--- src/rtl/fifo_pkg.sv ---
// Shared types for the fifo read-side drain controller.
// Holds the FSM state enum, buffer depth and timer width.
package fifo_pkg;

  typedef enum logic [1:0] {
    IDLE,
    WAIT,
    DRAIN
  } drain_state_t;

  localparam int BUF_DEPTH = 3;
  localparam int TIMER_W   = 8;

  function automatic logic [1:0] ptr_inc(
    input logic [1:0] p
  );
    return (p == 2'd2) ? 2'd0 : p + 2'd1;
  endfunction

endpackage

--- src/rtl/drain_buf.sv ---
// Three-entry circular output buffer for fifo_drain.
// Captures arriving FIFO words and presents the head entry.
module drain_buf
  import fifo_pkg::*;
#(
  parameter int W = 8
) (
  input  logic         clk_i,
  input  logic         rst_ni,
  input  logic         clr_i,
  input  logic         push_i,
  input  logic [W-1:0] push_data_i,
  input  logic         ready_i,
  output logic         valid_o,
  output logic [W-1:0] data_o,
  output logic [1:0]   occ_o
);

  logic [W-1:0] mem_q [BUF_DEPTH];
  logic [W-1:0] mem_d [BUF_DEPTH];
  logic [1:0]   wr_q, wr_d;
  logic [1:0]   rd_q, rd_d;
  logic [1:0]   occ_q, occ_d;
  logic         pop;

  assign valid_o = (occ_q != 2'd0);
  assign pop     = valid_o && ready_i;
  assign data_o  = mem_q[rd_q];
  assign occ_o   = occ_q;

  always_comb begin
    mem_d = mem_q;
    wr_d  = wr_q;
    rd_d  = rd_q;
    occ_d = occ_q;
    if (clr_i) begin
      wr_d  = 2'd0;
      rd_d  = 2'd0;
      occ_d = 2'd0;
    end else begin
      if (push_i) begin
        mem_d[wr_q] = push_data_i;
        wr_d        = ptr_inc(wr_q);
      end
      if (pop) begin
        rd_d = ptr_inc(rd_q);
      end
      unique case ({push_i, pop})
        2'b10:   occ_d = occ_q + 2'd1;
        2'b01:   occ_d = occ_q - 2'd1;
        default: occ_d = occ_q;
      endcase
    end
  end

  always_ff @(posedge clk_i or negedge rst_ni) begin
    if (!rst_ni) begin
      for (int i = 0; i < BUF_DEPTH; i++) begin
        mem_q[i] <= '0;
      end
      wr_q  <= 2'd0;
      rd_q  <= 2'd0;
      occ_q <= 2'd0;
    end else begin
      mem_q <= mem_d;
      wr_q  <= wr_d;
      rd_q  <= rd_d;
      occ_q <= occ_d;
    end
  end

endmodule

--- src/rtl/fifo_drain.sv ---
// Read-side burst drain controller for the dual-port fifo.
// Define FIFO_DRAIN_CNT_EN to add the WORD_CNT pop counter.
module fifo_drain
  import fifo_pkg::*;
#(
  parameter int mem_depth    = 32,
  parameter int mem_width    = 8,
  parameter int burst_min    = 4,
  parameter int idle_timeout = 16
) (
  input  logic                       CLOCK,
  input  logic                       RESET_N,
  input  logic                       CLEAR_N,
  input  logic                       F_EMPTY_N,
  input  logic [$clog2(mem_depth):0] USE_DW,
  input  logic [mem_width-1:0]       FIFO_DATA,
  output logic                       READ,
  output logic [mem_width-1:0]       DOUT,
  output logic                       DOUT_VALID,
  input  logic                       DOUT_READY
`ifdef FIFO_DRAIN_CNT_EN
  ,
  output logic [15:0]                WORD_CNT
`endif
);

  localparam int AW = $clog2(mem_depth) + 1;
  localparam logic [AW-1:0] BMIN = AW'(burst_min);
  localparam logic [TIMER_W-1:0] TOUT_M1 = TIMER_W'(idle_timeout - 1);

  drain_state_t       state_q, state_d;
  logic [TIMER_W-1:0] timer_q, timer_d;
  logic               inflight_q;
  logic [1:0]         occ;
  logic               credit;
  logic               full_lvl;

  assign full_lvl = (USE_DW >= BMIN);
  // Words in the buffer plus the one in flight must fit in three slots.
  assign credit = ({1'b0, occ} + {2'b00, inflight_q}) < 3'd3;

  assign READ = CLEAR_N && (state_q == DRAIN) && F_EMPTY_N
             && (USE_DW != '0) && credit;

  always_comb begin
    state_d = state_q;
    timer_d = timer_q;
    if (!CLEAR_N) begin
      state_d = IDLE;
      timer_d = '0;
    end else begin
      unique case (state_q)
        IDLE: begin
          if (full_lvl) begin
            state_d = DRAIN;
          end else if (F_EMPTY_N) begin
            state_d = WAIT;
            timer_d = '0;
          end
        end
        WAIT: begin
          if (full_lvl || timer_q >= TOUT_M1) begin
            state_d = DRAIN;
          end else if (!F_EMPTY_N) begin
            state_d = IDLE;
          end else if (timer_q != '1) begin
            timer_d = timer_q + 1'b1;
          end
        end
        DRAIN: begin
          if (USE_DW == '0 && !inflight_q) begin
            state_d = IDLE;
          end
        end
        default: state_d = IDLE;
      endcase
    end
  end

  always_ff @(posedge CLOCK or negedge RESET_N) begin
    if (!RESET_N) begin
      state_q    <= IDLE;
      timer_q    <= '0;
      inflight_q <= 1'b0;
    end else begin
      state_q    <= state_d;
      timer_q    <= timer_d;
      inflight_q <= READ;
    end
  end

  drain_buf #(
    .W (mem_width)
  ) u_buf (
    .clk_i       (CLOCK),
    .rst_ni      (RESET_N),
    .clr_i       (!CLEAR_N),
    .push_i      (inflight_q && CLEAR_N),
    .push_data_i (FIFO_DATA),
    .ready_i     (DOUT_READY),
    .valid_o     (DOUT_VALID),
    .data_o      (DOUT),
    .occ_o       (occ)
  );

`ifdef FIFO_DRAIN_CNT_EN
  logic [15:0] cnt_q, cnt_d;

  always_comb begin
    cnt_d = cnt_q;
    if (!CLEAR_N) begin
      cnt_d = '0;
    end else if (DOUT_VALID && DOUT_READY) begin
      cnt_d = cnt_q + 16'd1;
    end
  end

  always_ff @(posedge CLOCK or negedge RESET_N) begin
    if (!RESET_N) begin
      cnt_q <= '0;
    end else begin
      cnt_q <= cnt_d;
    end
  end

  assign WORD_CNT = cnt_q;
`endif

endmodule

--- config.mk ---
export PLATFORM = sky130hd
export DESIGN_NAME = fifo_drain
export DESIGN_NICKNAME = d
export VERILOG_FILES = /design/src/rtl/fifo_pkg.sv /design/src/rtl/drain_buf.sv /design/src/rtl/fifo_drain.sv
export SDC_FILE = /design/constraint.sdc
export NUM_CORES = 1
export LEC_CHECK = 0
export ABC_AREA = 1
export CORE_MARGIN = 1
export CORE_UTILIZATION = 49
export DETAILED_ROUTE_END_ITERATION = 10
export PLACE_DENSITY_LB_ADDON = 0.08
export REMOVE_ABC_BUFFERS = 1
export SLEW_MARGIN = 20
export SYNTH_ARGS = -nofsm -noshare
export SYNTH_HDL_FRONTEND = slang
export SYNTH_HIERARCHICAL = 1
export SYNTH_SLANG_ARGS = --single-unit
--- constraint.sdc ---
create_clock -name CLOCK -period 1.3 [get_ports CLOCK]
set_input_delay 0.26 -clock CLOCK [delete_from_list [all_inputs] [get_ports CLOCK]]
set_output_delay 0.26 -clock CLOCK [all_outputs]
set_load 0.02 [all_outputs]
After elaboration in Yosys (flattened, before gate mapping)
Cells that the tools add are included.
W data, S select, Z words.
{ "op_classes": {"n_eq_ne": 19, "n_addsub": 6, "n_lt_le_gt_ge": 6, "muxes": 28, "n_reduce_logical": 17, "bitwise": 2} }
{ "ops": {"columns": ["op", "n"], "rows": [
  ["$mux W8", 9],
  ["$mux W2", 13],
  ["$bwmux W24", 1],
  ["$bmux W8 S2", 1],
  ["$demux W8 S2", 1],
  ["$pmux W8 S2", 1],
  ["$ne A3 B3 Y1 const B", 5],
  ["$add A8 B1 Y8 const B", 1],
  ["$eq A2 B2 Y1 const B", 4],
  ["$ge A8 B4 Y1 const B", 1],
  ["$logic_and A1 B1 Y1", 8],
  ["$ne A4 B4 Y1 const B", 2],
  ["$ne A8 B8 Y1 const B", 1],
  ["$add A2 B1 Y2 const B", 3],
  ["$ge A3 B3 Y1 const B", 2],
  ["$ge A6 B3 Y1 const B", 1],
  ["$logic_not A6 Y1", 1],
  ["$ne A3 B1 Y1 const B", 2],
  ["$not A2 Y3", 2],
  ["$pmux W2 S3", 1],
  ["$reduce_and A6 Y1", 1],
  ["$reduce_bool A6 Y1", 1],
  ["$eq A2 B1 Y1 const B", 2],
  ["$ne A2 B1 Y1 const B", 2],
  ["12 further kinds", 12]
]} }
{ "word_totals": {"word_cells": 87, "ff_bits": 41, "out_inout_bits": 10} }

Longest topological paths before layout
Gate-level depths: netlist of run 1.
{ "logic_depth": {"word_depth": 6, "ltp_mapped": 9, "ltp_nobuf": 9} }

By module
Netlist of run 1, hierarchy kept.
{ "modules_own_cells": {"columns": ["module", "area_each_um2", "cells_each", "instances", "seq_area_each_um2"], "rows": [
  ["drain_buf", 1491.4, 165, 1, 750.7],
  ["fifo_drain", 675.6, 84, 1, 275.3]
]} }

Worst setup path after synthesis of run 1
OpenSTA, ideal clock, no wires.
{ "synth_timing": {"path_kind": "reg-to-output", "startpoint": "register u_buf.occ_q[0] (netlist: u_buf/occ_o[0])", "endpoint": "output READ", "t_arrival_ns": 1.345, "stages_incl_launch_ff": 6, "setup_slack_ns": -0.305, "n_path_buf": 0, "cell_sequence": "dfrtp_1 > ha_1 > ha_1 > nand2_1 > nand3_1 > a21oi_1"} }
{ "synth_via": {"elab_chain_len": 3} }
{ "synth_lines": {"columns": ["element", "line_no", "source"], "rows": [
  ["start: declaration", "drain_buf.sv:23", "logic [1:0] occ_q, occ_d;"],
  ["start signal: assignment", "drain_buf.sv:63", "occ_q <= 2'd0;"],
  ["start signal: assignment", "drain_buf.sv:68", "occ_q <= occ_d;"],
  ["$add A2 B1 Y3", "fifo_drain.sv:40", "assign credit = ({1'b0, occ} + {2'b00, inflight_q}) < 3'd3;"],
  ["$lt A3 B2 Y1", "fifo_drain.sv:40", null],
  ["$logic_and A1 B1 Y1", "fifo_drain.sv:43", "&& (USE_DW != '0) && credit;"],
  ["end: declaration", "fifo_drain.sv:17", "output logic READ,"]
]} }
No other way between the ends.

Worst setup path after layout of run 1
{ "layout_timing": {"startpoint": "register inflight_q", "endpoint": "output READ"} }
{ "layout_via": {"elab_chain_len": 3} }
{ "layout_lines": {"columns": ["element", "line_no", "source"], "rows": [
  ["start: declaration", "fifo_drain.sv:33", "logic inflight_q;"],
  ["start signal: assignment", "fifo_drain.sv:84", "inflight_q <= 1'b0;"],
  ["start signal: assignment", "fifo_drain.sv:88", "inflight_q <= READ;"],
  ["$add A2 B1 Y3", "fifo_drain.sv:40", null],
  ["$lt A3 B2 Y1", "fifo_drain.sv:40", null],
  ["$logic_and A1 B1 Y1", "fifo_drain.sv:43", null]
]} }
No other way between the ends.

==> results of run 1 <==
[final timing paths]
kind	start	slack (ps)	end
worst min register to register	u_buf/mem_q[1]	500	u_buf/mem_q[1]
worst max register to register	inflight_q	-380	u_buf/mem_q[2]
worst max-delay path	inflight_q	-540	READ
worst min-delay path	USE_DW[5]	360	state_q[1]
min in group asynchronous	RESET_N	440	inflight_q
max in group asynchronous	RESET_N	640	u_buf/wr_q[0]
[state kept, by name, summed over array words and instances (netlist names)]
name	flops
u_buf/wr_q	2
u_buf/occ_o	2
timer_q	8
u_buf/rd_q	2
state_q	2
inflight_q	1
u_buf/mem_q	24
[cells by family (layout without fill, tap and decap cells)]
kind of cell	count (synthesis)	count (layout)	synth area share
adders and majority gates	3	3	0.0173
buffers and inverters	34	123	0.0693
DFF	41	41	0.473
AOI/OAI and AO/OA	38	38	0.140
and+or+nand+nor	133	138	0.300
[timing repair]
action / CTS / global route
pin swaps: 14 / 32
endpoints found under the hold margin: 41 / 0
hold buffers: 1 / 0
buffers inserted: 21 / 11
gates resized for setup: 141 / 71
endpoints found under the setup margin: 48 / 50
cloned: 5 / 0
[power breakdown]
part / internal [mW] / switching [mW] / leakage [nW]
sequential: 1.39 / 0.122 / 0.556
clock: 0.763 / 0.472 / 0.0681
combinational: 0.587 / 0.588 / 1.24
total: 2.74 / 1.18 / 1.86
[critical path: cells and delay by family, from the launching register on]
| kind | cells | cell delay, ps |
|---|---|---|
| compound gates | 1 | 150 |
| fa+ha+maj | 2 | 420 |
| buf+inv | 1 | 160 |
| flops | 1 | 410 |
| simple gates | 2 | 140 |
[metrics by stage]
| step | setup WS, ps | utilization | hold WS (ps) |
|---|---|---|---|
| 4_1_cts | -484 | 0.812 | 467 |
| 3_3_place_gp | -828 | 0.658 | 248 |
| 3_5_place_dp | -910 | 0.658 | 247 |
| 6_report | -541 | 0.880 | 355 |
| 2_1_floorplan | -305 | - | -35.6 |
| 5_1_grt | -606 | 0.880 | 359 |
[per-layer routing]
layer	up-vias	track usage	part of all wire
met5	-	0	0
met1	1058	0.361	0.42
met3	12	0.0510	0.038
met2	60	0.488	0.53
li1	1002	-	-
met4	0	0.0938	0.018
[cells in the final DEF (no fill, tap or decap), types with 2 or more instances in the layout]
master           Yosys  final
nand2_2              4     42
dfrtp_1             41     39
buf_4                0     35
o21ai_2             24     27
buf_6                3     26
nand2_1             75     23
inv_1               25     18
nand2_4              3     15
clkdlybuf4s50_1      0     12
nand3_1             22     11
nor2_1              13     10
nand3_2              0     10
nand3_4              3      9
inv_2                4      8
nor2_4               1      5
nand4_1              5      5
clkbuf_8             0      5
dlymetal6s2s_1       0      4
nor2_2               4      3
a21boi_2             0      3
buf_12               0      3
inv_4                0      3
a21oi_2              0      2
nand2_8              0      2
ha_2                 0      2
bufinv_16            0      2
o21ai_1              1      2
clkinvlp_4           0      2
dfrtp_2              0      2
[layout make-up]
class	instances	share of cell area
Tap cell	50	0.0173
Multi-Input combinational cell	179	0.398
Inverter	31	0.0363
Sequential cell	41	0.284
Clock inverter	3	0.0180
Timing Repair Buffer	84	0.228
Clock buffer	5	0.0190
==> results.md, run 1 <==
* Status: complete, but fails checks
* Failing checks: setup timing
* Synth area leader: dfrtp_1
* Async set or reset register ratio after synthesis at 1.00
* EDFF count, synth at 0
* Netlist cell types at 24
* Avg Inst Size Synth at ~8.7 sq um
* Reg2reg path depth at 11
* FF+latch area at approximately 0.0010 sq mm
* Clk sinks at between 40 and 50
* Grt total ovfl at 0
* P_leak at between 1.5 and 2 nW
* Sum Neg Setup Slack at -12860 ps
* Worst hold path type: in -> reg
* Peak fanout along the critical path at 2
* Hold Path Depth at 5
* Clock Path Buffers at 2
* Filler cell count in the final layout at about 180
* Synth top cells by count: nand2_1, dfrtp_1, inv_1
* Peak supply drop at between 700 and 800 uV
* IO Pins at 29
* Total CTS buffers at 5
* Layout cells sized above 1 at 0.621
* TritonCTS clock tree: built
* CP cell instances: ha_2, ha_4, nand2_2, nand3_2, a21oi_2, buf_4
* Routed Antenna Nets at 0
* Nets@finish at around 360
* I/O Buffers at 28
* WL final at a little under 7000 microns
* Die Wd at 68.5 microns
* CTS clk-pin slew, worst paths at ~80 ps
* Gpl congestion at roughly 0.84
* Yosys warns at 6
* Via density at ~5.4
* Final hold violation count at 0
* Iteration-0 DRC count of the detailed router at approximately 90
* Core area at roughly 0.0041 sq mm
* Critical Path RT at 1040 ps
* Crit path time final at between 1500 and 2000 ps
* Synthesized cell area at 0.00217 sq mm
* CP Capture Type: output port
* CP peak stage delay at between 400 and 500 ps
* Max Cap Viol at 0
* Die height at 68.5 microns
* RSZ-0062 raised after global routing: true
* Cell with the most instances after synthesis: nand2_1
* Worst EP arrival at 1580 ps
* Sequential area share after synthesis at 0.473
* Final period util at 1.42
* Final clock skew at between 7 and 8 ps
* Die area at 0.00469 sq mm
* Vias in the first global route at 2061
* Routed length per instance at 17.4 microns
* Initial antenna violation count at 0
* Placed Area at ~0.0027 sq mm
* First-pass DRT Iterations at 4
* Mapped Cells at about 250
* Area grow syn2layout at 67.0%
* Starting Density at 0.527
* # setup viols final at 48
* CTS HTree Levels at 2
* Final HPWL DP at between 3000 and 4000 microns
* Crit-path slowest cell: dfrtp_1
* Vias at 2132
* Area of the multi-input gates at around 0.0014 sq mm
* Power Density at between 1000 and 1500 mW/mm^2
* Post-synth top area share at 0.473
* Worst-skew pair later-pin latency at 300 ps
* Largest net degree at the start of global routing at 42
* Drc violations at 0
* Post-route cell area at between 0.003 and 0.004 sq mm
* Worst Setup Start Kind: flip-flop
* Slew margin rel. at 0.738
* First-pass GRT wire length at about 9600 microns
* Final worst slack at -541 ps
* Placed insts at 354
* Antenna Cells at 0
* Ys flop type: dfrtp_1
* Synth area leaders: dfrtp_1, nand2_1, o21ai_2
* Worst-Margin Slew at 390 ps
* Max-slew violation count at 0
* GRT Util Overall at 0.285
* CTS root buf: clkbuf_8
* Fmax at 0.543 GHz
* Cell Rows at 23
* Critical path class: reg -> out
* Post-synthesis register bit count at approximately 40
* Finished Layout Cells at ~390
* Tot Pwr at just under 4 mW
Note: power is estimated with default switching activity, not from simulation.
==> run 2: changes to the inputs <==
--- a/config.mk
+++ b/config.mk
@@ -7,8 +7,9 @@
 export LEC_CHECK = 0
 export ABC_AREA = 1
 export CORE_MARGIN = 1
-export CORE_UTILIZATION = 49
+export CORE_UTILIZATION = 45
 export DETAILED_ROUTE_END_ITERATION = 10
+export DONT_BUFFER_PORTS = 1
 export PLACE_DENSITY_LB_ADDON = 0.08
 export REMOVE_ABC_BUFFERS = 1
 export SLEW_MARGIN = 20
==> run 2 against run 1 <==
Net effect: the flow finishes with violations (DRC, setup timing); clock skew up 2.2 ps; via count down 13%; hold slack worse by 160 ps; first-iteration DRC count up 45%; final cell count down 9.7%; highest routed layer unchanged.
==> results.md, run 2 (same netlist as run 1, synthesis figures left out) <==
* Die area at 0.00510 sq mm (was 0.00469 sq mm)
* Status: complete, but fails checks (unchanged)
* Worst-Margin Slew at 333 ps (was 390 ps)
* Clk sinks at 41 (unchanged)
* Met1 Use GR at 0.306 (was 0.361)
* Critical Path RT at 1040 ps (about the same)
* Cell Rows at 24 (was 23)
* Area grow syn2layout at 46.4% (was 67.0%)
* Final worst slack at -464 ps (was -541 ps)
* Reg-to-reg slack, setup at -130 ps (was -380 ps)
* Gr busiest metal: met2 (unchanged)
* Layout cells sized above 1 at 0.554 (was 0.621)
* Final period util at 1.36 (was 1.42)
* Final hold violation count at 0 (unchanged)
* # setup viols final at 42 (was 48)
* Commonest non-fill, non-tap cell in the layout: dfrtp_1 (was nand2_2)
* Final clock skew at 10.1 ps (was 7.86 ps)
* Util after Layout at 0.704 (was 0.880)
* CTS HTree Levels at 2 (unchanged)
* CTS root buf: clkbuf_8 (unchanged)
* Max-slew violation count at 0 (unchanged)
* Failing checks: DRC, setup timing (was setup timing)
* First-pass GRT wire length at 8710 microns (was 9580 microns)
* Worst r2r src: inflight_q (unchanged)
* Post-route cell area at 0.00317 sq mm (was 0.00362 sq mm)
* Peak fanout along the critical path at 2 (unchanged)
* Peak supply drop at 686 uV (was 745 uV)
* Starting Density at 0.481 (was 0.527)
* RSZ-0062 raised after global routing: true (unchanged)
* Worst Setup SP: u_buf/occ_o[0] (was inflight_q)
* CTS clk-pin slew, worst paths at 80 ps (about the same)
* P_leak at 1.49 nW (was 1.86 nW)
* Antenna Cells at 0 (unchanged)
* Worst EP arrival at 1500 ps (was 1580 ps)
* Critical R2R Capture: u_buf/mem_q[4] (was u_buf/mem_q[2])
* Critical path class: reg -> out (unchanged)
* Routed Antenna Nets at 0 (unchanged)
* Routed length per instance at 14.7 microns (was 17.4 microns)
* Critical Path Sink: READ (unchanged)
* Iteration-0 DRC count of the detailed router at 129 (was 89)
* Largest net degree at the start of global routing at 42 (unchanged)
* Total CTS buffers at 5 (unchanged)
* Drc violations at 1 (was 0)
* Worst-skew pair later-pin latency at 290 ps (was 300 ps)
* WL final at 5230 microns (was 6840 microns)
* TritonCTS clock tree: built (unchanged)
* Setup slack at placement at -274 ps (was -910 ps)
* First-pass DRT Iterations at 7 (was 4)
* Die height at 71.4 microns (was 68.5 microns)
* Largest regs: u_buf/mem_q x24, timer_q x8 (unchanged)
* Core area at 0.00450 sq mm (was 0.00412 sq mm)
* Slew margin rel. at 0.776 (was 0.738)
* Reg2reg path depth at 10 (was 11)
* Vias in the first global route at 1869 (was 2061)
* Max Cap Viol at 0 (unchanged)
* I/O Buffers at 0 (was 28)
* Top reg by flops: u_buf/mem_q (unchanged)
* GRT Util Overall at 0.222 (was 0.285)
* GR Util met2 at 0.360 (was 0.488)
* Met3 Use GR at 0.0394 (was 0.0510)
* IO Pins at 29 (unchanged)
* Max FFs per register at 24 (unchanged)
* Vias at 1858 (was 2132)
* Via density at 5.23 (was 5.42)
* Crit path time final at 1760 ps (was 1840 ps)
* Worst Setup Start Kind: flip-flop (unchanged)
* Nets@finish at 324 (was 364)
* Gpl congestion at 0.778 (was 0.836)
* Most frequent cells in the layout: dfrtp_1, nand2_1, nand2_2 (was nand2_2, dfrtp_1, buf_4)
* Power Density at 1010 mW/mm^2 (was 1080 mW/mm^2)
* Worst hold path type: in -> reg (unchanged)
* CP Capture Type: output port (unchanged)
* Die Wd at 71.4 microns (was 68.5 microns)
* Initial antenna violation count at 0 (unchanged)
* Grt total ovfl at 0 (unchanged)
* Final HPWL DP at 2860 microns (was 3030 microns)
* Placed Area at 0.00233 sq mm (was 0.00271 sq mm)
* Fmax at 0.567 GHz (was 0.543 GHz)
* Clock Path Buffers at 2 (unchanged)
-- run 2: area by class of cell --
cell class | instances | area [sq um]
timing repair buffer | 43 | 443
tap | 52 | 65.1
fill | 329 | 1330
inverter | 31 | 135
clock buffer | 6 | 72.6
clock inverter | 2 | 10.0
sequential | 41 | 1030
multi-input combinational | 180 | 1420
-- run 2: routing by layer --
metal	wire (microns)	share of wire
met3	150	0.029
met4	65	0.012
met1	2480	0.47
met5	0	0
met2	2530	0.48
-- run 2: report_power, final --
part / leakage (nW) / internal, mW / total (mW) / switching (mW)
clock network: 0.0450 / 0.373 / 0.804 / 0.432
registers: 0.556 / 1.39 / 1.51 / 0.119
logic: 0.889 / 0.393 / 0.905 / 0.512
total: 1.49 / 2.15 / 3.22 / 1.06
-- run 2: what timing repair did --
action | in CTS | in global routing
gates cloned | 6 | 0
setup endpoints to repair | 44 | 45
hold buffers | 2 | 0
resized for setup | 96 | 32
hold endpoints to repair | 41 | 0
pin swaps | 18 | 10
setup buffers | 22 | 10
-- run 2: critical path, cell delays in order, from the launching register on --
cell	delay [ps]
dfrtp_1	390
ha_2	200
ha_4	210
nand2_2	60
nand3_2	80
a21oi_2	140
buf_4	160
-- run 2: worst min path at each step --
stage,to,slack [ps],depth (start not counted),start
floorplan,inflight_q,-40,0,RESET_N
global placement,u_buf/occ_o[1],-30,0,RESET_N
detailed placement,inflight_q,-30,0,RESET_N
CTS,u_buf/mem_q[20],180,2,FIFO_DATA[4]
global route,u_buf/mem_q[12],190,2,FIFO_DATA[4]
finish,u_buf/mem_q[4],190,2,FIFO_DATA[4]
-- run 2: metrics by stage --
| stage | hold WS, ps | power, mW | std cells | TNS [ps] |
|---|---|---|---|---|
| floorplan | -35.6 | 1.90 | 246 | -557 |
| global placement | -34.7 | 2.03 | 316 | -3010 |
| detailed placement | -34.6 | 2.04 | 316 | -3920 |
| CTS | 182 | 3.18 | 353 | -2980 |
| global route | 191 | 3.37 | 355 | -7120 |
| finish | 192 | 3.22 | 355 | -3880 |
==> run 3: changes to the inputs <==
--- a/config.mk
+++ b/config.mk
@@ -10,6 +10,7 @@
 export CORE_UTILIZATION = 45
 export DETAILED_ROUTE_END_ITERATION = 10
 export DONT_BUFFER_PORTS = 1
+export MAX_ROUTING_LAYER = met4
 export PLACE_DENSITY_LB_ADDON = 0.08
 export REMOVE_ABC_BUFFERS = 1
 export SLEW_MARGIN = 20
==> run 3 against run 2 <==
Net effect: clock power fell by 0.5%; via count increased by 0.48%; maximum frequency about the same; critical path type unchanged; sequential share of layout area unchanged; non-clock buffer count stayed put; flip-flop and latch count unchanged; register-to-register slack is essentially flat; global-route usage increased by 0.69 points; the flow still finishes with violations (DRC, setup timing); combinational power barely moved; largest cell class unchanged.
==> results.md, run 3 (same netlist as run 1, synthesis figures left out) <==
* Final HPWL DP at 2860 microns (unchanged)
* Crit-path slowest cell: dfrtp_1 (unchanged)
* Hold Path Depth at 2 (unchanged)
* Drc violations at 1 (unchanged)
* Grt total ovfl at 0 (unchanged)
* Routed Antenna Nets at 0 (unchanged)
* Initial antenna violation count at 0 (unchanged)
* Status: complete, but fails checks (unchanged)
* Max Cap Viol at 0 (unchanged)
* Post-route cell area at 0.00317 sq mm (unchanged)
* Layout cells sized above 1 at 0.554 (unchanged)
* Die Wd at 71.4 microns (unchanged)
* TritonCTS clock tree: built (unchanged)
* Placed Area at 0.00233 sq mm (unchanged)
* RSZ-0062 raised after global routing: true (unchanged)
* Clk sinks at 41 (unchanged)
* Sum Neg Setup Slack at -3800 ps (was -3880 ps)
* CP cell instances: ha_2, ha_4, nand2_2, nand3_2, a21oi_2, buf_4 (unchanged)
* Net Sw Frac at 0.330 (was 0.331)
* Max-slew violation count at 0 (unchanged)
* Util after Layout at 0.704 (unchanged)
* Critical Path RT at 1040 ps (about the same)
* Antenna Cells at 0 (unchanged)
* Peak supply drop at 683 uV (was 686 uV)
* Hold path start: FIFO_DATA[5] (was FIFO_DATA[4])
* Starting Density at 0.481 (unchanged)
* Setup slack at placement at -274 ps (unchanged)
* Area of the multi-input gates at 0.00142 sq mm (unchanged)
* Final clock skew at 9.46 ps (was 10.1 ps)
* Critical path class: reg -> out (unchanged)
* Vias in the first global route at 1868 (was 1869)
* Total CTS buffers at 5 (unchanged)
* CTS HTree Levels at 2 (unchanged)
* First-pass DRT Iterations at 7 (unchanged)
* Largest net degree at the start of global routing at 42 (unchanged)
* Final worst slack at -464 ps (about the same)
* Top reg by flops: u_buf/mem_q (unchanged)
* Final hold violation count at 0 (unchanged)
* GRT Util Overall at 0.229 (was 0.222)
* CP Capture Type: output port (unchanged)
* Power Internal at 2.15 mW (about the same)
* Worst hold path type: in -> reg (unchanged)
* IO Pins at 29 (unchanged)
* Max FFs per register at 24 (unchanged)
* Largest regs: u_buf/mem_q x24, timer_q x8 (unchanged)
* Nets@finish at 324 (unchanged)
* Most frequent cells in the layout: dfrtp_1, nand2_1, nand2_2 (unchanged)
* Final period util at 1.36 (about the same)
* Slew margin rel. at 0.776 (unchanged)
* Worst EP arrival at 1500 ps (about the same)
* P_leak at 1.49 nW (unchanged)
* NetSw at 1.06 mW (about the same)
* Clock Path Buffers at 2 (unchanged)
* Critical R2R Capture: u_buf/mem_q[4] (unchanged)
* Die area at 0.00510 sq mm (unchanged)
* First-pass GRT wire length at 8710 microns (about the same)
* Failing checks: DRC, setup timing (unchanged)
* Routed length per instance at 14.7 microns (about the same)
* Sequential share of power at 0.469 (was 0.468)
* Reg2reg path depth at 10 (unchanged)
* I/O Buffers at 0 (unchanged)
* Cell Rows at 24 (unchanged)
* Vias at 1867 (was 1858)
* Filler cell count in the final layout at 329 (unchanged)
* Die height at 71.4 microns (unchanged)
* Reg-to-reg slack, setup at -130 ps (about the same)
* Fmax at 0.567 GHz (about the same)
* Via density at 5.26 (was 5.23)
* Combinational share of power at 0.282 (about the same)
* CTS root buf: clkbuf_8 (unchanged)
* Clock network fraction of design power at 0.249 (was 0.250)
* CTS clk-pin slew, worst paths at 80 ps (about the same)
* FF+latch area at 0.00103 sq mm (unchanged)
* Iteration-0 DRC count of the detailed router at 104 (was 129)
* Worst r2r src: inflight_q (unchanged)
* Worst Setup Start Kind: flip-flop (unchanged)
* Worst-Margin Slew at 333 ps (unchanged)
* WL final at 5220 microns (was 5230 microns)
* Power Density at 1010 mW/mm^2 (about the same)
* Commonest non-fill, non-tap cell in the layout: dfrtp_1 (unchanged)
* Gpl congestion at 0.789 (was 0.778)
* Worst-skew pair later-pin latency at 290 ps (about the same)
* Crit path time final at 1760 ps (about the same)
* CP peak stage delay at 390 ps (about the same)
* Core area at 0.00450 sq mm (unchanged)
* Hold EP: u_buf/mem_q[5] (was u_buf/mem_q[4])
* Area grow syn2layout at 46.4% (unchanged)
* # setup viols final at 42 (unchanged)
* Peak fanout along the critical path at 2 (unchanged)
## run 3: stage by stage
stage | power, mW | instances | hold slack [ps]
floorplan | 1.90 | 246 | -35.6
global placement | 2.03 | 316 | -34.7
detailed placement | 2.04 | 316 | -34.6
CTS | 3.18 | 353 | 182
global route | 3.37 | 355 | 190
finish | 3.21 | 355 | 193
## run 3: per-layer routing
metal,track usage,vias up,routed length (microns)
met5,-,-,0
met4,0.0667,0,61
met3,0.0352,7,209
met2,0.360,35,2550
met1,0.309,901,2400
li1,-,924,-
## run 3: what timing repair did
action	4_1_cts	5_1_grt
gates resized for setup	96	32
cloned	6	0
setup endpoints to repair	44	45
pin swaps	18	10
hold buffers	2	0
setup buffers	22	10
hold endpoints to repair	41	0
## run 3: area by class of cell
type / instances / area share
Clock buffer: 6 / 0.0229
Clock inverter: 2 / 0.00316
Inverter: 31 / 0.0426
Multi-Input combinational cell: 180 / 0.447
Sequential cell: 41 / 0.324
Tap cell: 52 / 0.0205
Timing Repair Buffer: 43 / 0.140
## run 3: how the worst max path moves through the flow
stage	start	endpoint	depth (start not counted)
final	u_buf/occ_o[0]	READ	6
after floorplan	u_buf/occ_o[0]	READ	5
after CTS	u_buf/occ_o[0]	READ	6
after global placement	inflight_q	READ	6
after global routing	inflight_q	READ	6
after detailed placement	inflight_q	READ	6
## run 3: power by group through the flow
stage                     Sequential, mW  Clock, mW  Combinational (mW)
after floorplan                     1.46          0               0.440
after global placement              1.47          0               0.562
after detailed placement            1.47          0               0.570
after CTS                           1.50      0.828               0.853
after global routing                1.52      0.875               0.976
final                               1.50      0.800               0.906
## run 3: critical path, delay by kind of cell (launching register included)
kind | cells | cell delay (ps)
compound gates | 1 | 140
flops | 1 | 390
simple gates | 2 | 140
fa+ha+maj | 2 | 410
buf+inv | 1 | 160
